### src/rtl/bcd_div.sv
// bcd_div: sequential two-digit BCD divider.
// Divides a two-digit BCD dividend by a one-digit BCD divisor using repeated
// subtraction, returning a two-digit BCD quotient and a one-digit BCD
// remainder. A start/busy/done handshake frames each operation; err flags a
// zero divisor or any non-BCD input nibble.
module bcd_div (
   input  logic       clk,
   input  logic       rst,
   input  logic       start,
   input  logic [7:0] dividend,
   input  logic [3:0] divisor,
   output logic [7:0] quotient,
   output logic [3:0] remainder,
   output logic       busy,
   output logic       done,
   output logic       err
);

   typedef enum logic [1:0] {
      IDLE  = 2'd0,
      CHECK = 2'd1,
      SUB   = 2'd2,
      DONE  = 2'd3
   } state_t;

   state_t     state, state_nxt;

   // Operands captured on the accepting edge; later input changes are ignored.
   logic [7:0] dividend_q, dividend_nxt;
   logic [3:0] divisor_q, divisor_nxt;

   // Binary working remainder (max 99) and BCD quotient counter (max 99).
   logic [6:0] work, work_nxt;
   logic [7:0] count, count_nxt;

   // Result registers: only change on entry to DONE, held otherwise.
   logic [7:0] quotient_nxt;
   logic [3:0] remainder_nxt;
   logic       err_nxt;

   // True when a nibble is not a legal BCD digit.
   function automatic logic digit_bad(input logic [3:0] d);
      return d > 4'd9;
   endfunction

   // Two BCD digits to binary: tens*10 + units, computed as tens*8 + tens*2.
   function automatic logic [6:0] bcd_to_bin(input logic [7:0] d);
      logic [6:0] tens;
      tens = {3'b000, d[7:4]};
      return (tens << 3) + (tens << 1) + {3'b000, d[3:0]};
   endfunction

   // Two-digit BCD increment; units wrap 9->0 with a carry into tens.
   // The counter never passes 99, so the tens digit needs no wrap.
   function automatic logic [7:0] bcd_inc(input logic [7:0] c);
      if (c[3:0] == 4'd9)
         return {c[7:4] + 4'd1, 4'd0};
      else
         return {c[7:4], c[3:0] + 4'd1};
   endfunction

   logic operand_error;
   assign operand_error = (divisor_q == 4'd0) || digit_bad(divisor_q) ||
                          digit_bad(dividend_q[7:4]) || digit_bad(dividend_q[3:0]);

   // Register every piece of state; reset discards any operation in flight.
   // NOTE: sequential state uses non-blocking assignments so every register
   // samples the values from before the edge, independent of statement order.
   always_ff @(posedge clk or posedge rst) begin
      if (rst) begin
         state      <= IDLE;
         dividend_q <= 8'h00;
         divisor_q  <= 4'h0;
         work       <= 7'd0;
         count      <= 8'h00;
         quotient   <= 8'h00;
         remainder  <= 4'h0;
         err        <= 1'b0;
      end else begin
         state      <= state_nxt;
         dividend_q <= dividend_nxt;
         divisor_q  <= divisor_nxt;
         work       <= work_nxt;
         count      <= count_nxt;
         quotient   <= quotient_nxt;
         remainder  <= remainder_nxt;
         err        <= err_nxt;
      end
   end

   // Next-state and datapath decisions for the handshake and subtraction loop.
   // NOTE: every variable gets a hold-value default before the case, so no
   // path through the block leaves one unassigned and no latch is inferred.
   always_comb begin
      state_nxt     = state;
      dividend_nxt  = dividend_q;
      divisor_nxt   = divisor_q;
      work_nxt      = work;
      count_nxt     = count;
      quotient_nxt  = quotient;
      remainder_nxt = remainder;
      err_nxt       = err;

      unique case (state)
         IDLE: begin
            if (start) begin
               dividend_nxt = dividend;
               divisor_nxt  = divisor;
               state_nxt    = CHECK;
            end
         end

         CHECK: begin
            if (operand_error) begin
               quotient_nxt  = 8'h00;
               remainder_nxt = 4'h0;
               err_nxt       = 1'b1;
               state_nxt     = DONE;
            end else begin
               work_nxt  = bcd_to_bin(dividend_q);
               count_nxt = 8'h00;
               state_nxt = SUB;
            end
         end

         SUB: begin
            if (work >= {3'b000, divisor_q}) begin
               work_nxt  = work - {3'b000, divisor_q};
               count_nxt = bcd_inc(count);
            end else begin
               // Loop exit: remainder is below the divisor, hence below 10.
               quotient_nxt  = count;
               remainder_nxt = work[3:0];
               err_nxt       = 1'b0;
               state_nxt     = DONE;
            end
         end

         DONE: begin
            state_nxt = IDLE;
         end

         default: begin
            state_nxt = IDLE;
         end
      endcase
   end

   // Handshake outputs decode directly from state, so they never overlap.
   assign busy = (state == CHECK) || (state == SUB);
   assign done = (state == DONE);

endmodule

### config.mk
export PLATFORM = sky130hd
export DESIGN_NAME = bcd_div
export DESIGN_NICKNAME = d
export VERILOG_FILES = /design/src/rtl/bcd_div.sv
export SDC_FILE = /design/constraint.sdc
export NUM_CORES = 1
export LEC_CHECK = 0
export BUFFER_PORTS_ARGS = -buffer_cell sky130_fd_sc_hd__buf_2
export CAP_MARGIN = 20
export CORE_ASPECT_RATIO = 0.6
export CORE_MARGIN = 5
export CORE_UTILIZATION = 58
export CTS_CLUSTER_SIZE = 14
export DETAILED_ROUTE_END_ITERATION = 10
export GPL_ROUTABILITY_DRIVEN = 0
export PLACE_DENSITY_LB_ADDON = 0.05
export SLEW_MARGIN = 15
export SYNTH_ARGS = -nofsm -noshare
export SYNTH_HDL_FRONTEND = slang
export SYNTH_SLANG_ARGS = --single-unit
### constraint.sdc
create_clock -name clk -period 2.65 [get_ports clk]
set_input_delay 0.53 -clock clk [delete_from_list [all_inputs] [get_ports clk]]
set_output_delay 0.53 -clock clk [all_outputs]
set_load 0.02 [all_outputs]
; ---- Yosys cells after proc, flatten, opt, wreduce, memory -nomap -nowiden
; Cells that the tools add are included.
[word_totals]
wordCells = 60
reg_bits = 42
output_inout_bits = 15
inputBits = 15
[classes]
reduce_logical = 12
eq_ne = 10
n_addsub = 5
n_lt_le_gt_ge = 4
mux = 20
[op_table]
columns = op, count
row1 = $mux 8, 5
row2 = $pmux 8 s2, 2
row3 = $mux 7, 2
row4 = $pmux 7 s2, 1
row5 = $gt 4x4->1 const B, 3
row6 = $ne 2x2->1 const B, 6
row7 = $add 4x1->4 const B, 2
row8 = $mux 4, 2
row9 = $pmux 2 s4, 1
row10 = $pmux 4 s2, 1
row11 = $add 7x4->7, 1
row12 = $add 7x5->7, 1
row13 = $ge 7x4->1, 1
row14 = $sub 7x4->7, 1
row15 = $reduce_and 3->1, 2
row16 = $eq 2x2->1 const B, 2
row17 = $eq 4x4->1 const B, 1
row18 = $logic_not 4->1, 1
row19 = $logic_or 1x1->1, 4
row20 = $mux 2, 2
row21 = $reduce_and 2->1, 2
row22 = $reduce_and 4->1, 1
row23 = $mux 1, 3
row24 = $eq 2x1->1 const B, 1
row25 = 3 further kinds, 3

; ---- Logic depth before layout (Yosys ltp)
[logic_depth]
ltp_word = 6
mapped_depth = 9
depth_no_buf = 9

; ---- Worst setup path after synthesis
; Ideal clock, no wire load.
[synth_timing]
kind = register to register
startpoint = register dividend_q[3]
endpoint = register work[6]
n_path_buf = 0
path_slack_ps = 492
setup_ps = 83
arrival_time_ps = 2075
required_ps = 2567
synth_period_minus_slack_ps = 2158
path_stages_with_launch = 9
cell_sequence = dfrtp_1 > inv_1 > fa_1 > fa_1 > nor2b_1 > o21ai_0 > a211o_1 > o311a_1 > o21ai_0
[synth_between]
elab_chain_len = 4
word_cells_on_any_way = 7
classes_between = add/sub (1) / order compare (1) / eq/ne (1) / mux (2) / reduce/logical (2)
[synth_lines]
columns = item, line
row1 = start: declaration, 29  ; logic [7:0] dividend_q, dividend_nxt;
row2 = start signal: assignment, 81  ; dividend_q <= dividend_nxt;
row3 = branches (longest 4 deep; another with $add 7x4->7), -
row4 = end signal: assignment, 83  ; work <= work_nxt;
row5 = end: declaration, 33  ; logic [6:0] work, work_nxt;
; Parallel ways; which one is timed is not known. The select of a mux whose other input is x is not followed.
; A chain may end at the register's enable or synchronous reset.

; ---- Worst setup path after layout
; Ends and elaborated chain as after synthesis.

==> impl_metrics.ini <==
[setup_path]
cp_cell_sequence = inv_1 -> fa_1 -> fa_1 -> nor2b_1 -> o21ai_0 -> a211o_1 -> o311a_1 -> o21ai_0
path_class = reg -> reg
crit_path_top_delay_cell = fa_1
cp-start-kind = flop
ff2ff_setup_slack_ps = 330
cp_data_arrival_time_ps = 2530
crit_path_end_kind = flop
cpPeakStageDelay_ps = 530
cp_max_fo = 3
critPathRequiredTime_ps = 2860

[final_layout]
drive_gt1_share_pct = 22.0
stdcell_count = 328
area_growth_syn_to_layout_pct = 11.9
layout_commonest_cell = dfrtp_1
n_antenna_cell = 0
final_util_pct = 66.7
fill_cells = 353
final_cell_mix = 42 x dfrtp_1, 32 x inv_1, 29 x buf_2, 22 x nand2_1
finalNetCount = 305

[clock_network]
cts_tree = built
clkLatencyLatePin_ps = 290
postCtsSetupBuffers = 0
cts.root.buffer_cell = clkbuf_8
hold_buffers = 0
numCtsBuffers = 5
clockBufferDepth = 2
clock_sinks = 42
post_cts_resized = 0
path_clk_slew_ps = 80
htreeDepth = 2

[timing]
clock.fmax_ghz = 0.430
slew_viol_final = 0
final.setup.tns_ps = 0
min_period_ps = 2320
hold_slack_ps = 363
worst_pin_slew_ps = 830
grt_setup_unrepaired = false
finalCritPeriodShare_pct = 87.7
clock_skew_ps = 8.00
relSlewSlack_pct = 44.6
setup_viol = 0
hold_violations = 0

[synthesis]
async_flop_share_pct = 100
synth_edf_count = 0
ys_seq_area_share_pct = 43.0
syn_avg_cell_area_um2 = 10.4
synthFlopType = dfrtp_1
ys_types = 48
netlist_area_um2 = 2440
syn_nets = 273
syn_inst = 236
ys_ff_latch = 42
yosysWarnings = 0

[place]
io_buffers = 29
dp_hpwl_um = 3460
placed_cells = 321

[drt]
drt_iter0_markers = 102
wl_per_cell_um = 14.4
viasPerCell = 5.37
drt-total-wl_um = 4720
drc_errors = 0
drt-pass1-iter-count = 4
ant_nets = 0
vias = 1762

[die]
start_util_pct = 59.6
die_w_um = 93.8
core.rowCount = 18
io_pins = 30
dieArea_um2 = 5650
core_area_um2 = 4100
die_h_um = 60.3

[global_routing]
track_usage_pct = 18.6
grt_pass1_wl_um = 8050
grt_max_degree = 43
grt-ovfl-total = 0
antenna_found_initial = 0
grt_pass1_vias = 1677

[power_and_ir_drop]
irDropWorstVdd_v = 0.000748
p_leak_nw = 1.36
p_per_area_nw_per_um2 = 1320

[job]
cap_violations = 0

[min_path]
hold_class = in -> async

[status]
outcome = complete, no violations
## final cells by class
class / count / area [um^2] / share of cell area, %
clock buffers: 7 / 76.3 / 2.79
inverters: 32 / 120 / 4.39
multi-input cells: 154 / 1240 / 45.2
flip-flops and latches: 42 / 1050 / 38.4
well taps: 60 / 75.1 / 2.75
repair buffers: 33 / 175 / 6.41
## where the power goes
group	switching, mW	internal (mW)
combinational	1.18	0.961
sequential	0.218	0.872
clock	0.207	0.182
total	1.61	2.01
## layer usage
| metal | global-route usage, % | share of wire [%] | wire [um] |
|---|---|---|---|
| met1 | 28.2 | 54 | 2560 |
| met2 | 25.7 | 39 | 1860 |
| met3 | 5.28 | 5.6 | 265 |
| met4 | 4.73 | 0.57 | 27 |
| met5 | 0 | 0 | 0 |
## worst max-delay path: cells and delay by family, from the launching register on
family	cells	cell delay, ps
buf+inv	1	70
simple gates	1	120
flops	1	380
compound gates	4	680
fa+ha+maj	2	1000
## logic make-up (layout without fill, tap and decap cells)
group,Yosys count,count (layout),share of synthesized area [%]
XOR/XNOR,3,3,1.08
AO/OA/AOI/OAI,53,53,15.6
multiplexers,27,27,11.8
buffers and inverters,40,72,6.40
flip-flops,42,42,43.0
adder cells (fa/ha/maj),22,22,12.2
AND/OR/NAND/NOR,49,49,9.93
## cell usage after synthesis (4+ instances only)
library cell / n / area, um^2
ha_1: 19 / 238
o21ai_0: 19 / 95.1
nor2_1: 5 / 18.8
nand2_1: 22 / 82.6
clkbuf_1: 5 / 18.8
nor2b_1: 4 / 25.0
mux2_2: 14 / 158
dfrtp_1: 42 / 1050
inv_1: 32 / 120
mux2i_1: 13 / 130
o21a_1: 7 / 52.6
## sequential cells by signal, summed over array words and instances, names as in the netlist
name,count
state,2
remainder,4
err,1
work,7
dividend_q,8
count,8
quotient,8
divisor_q,4
## metrics by stage
| step | power (mW) | worst slack, ps | instance area [um^2] |
|---|---|---|---|
| 2_1_floorplan | 2.75 | 492 | 2440 |
| 3_3_place_gp | 3.19 | 406 | 2660 |
| 3_5_place_dp | 3.22 | 358 | 2660 |
| 4_1_cts | 3.62 | 335 | 2730 |
| 5_1_grt | 3.97 | 186 | 2730 |
| 6_report | 3.62 | 326 | 2730 |
## worst paths after layout
| path | from | end | depth (start not counted) |
|---|---|---|---|
| min in group clk | divisor[2] | divisor_q[2] | 2 |
| max in group asynchronous | rst | quotient[5] | 3 |
| worst max register to register | dividend_q[3] | work[6] | 8 |
| worst min-delay path | rst | remainder[0] | 3 |
| worst max-delay path | dividend_q[3] | work[6] | 8 |
| worst min register to register | err | err | 1 |
(Power assumes the default switching activity.)
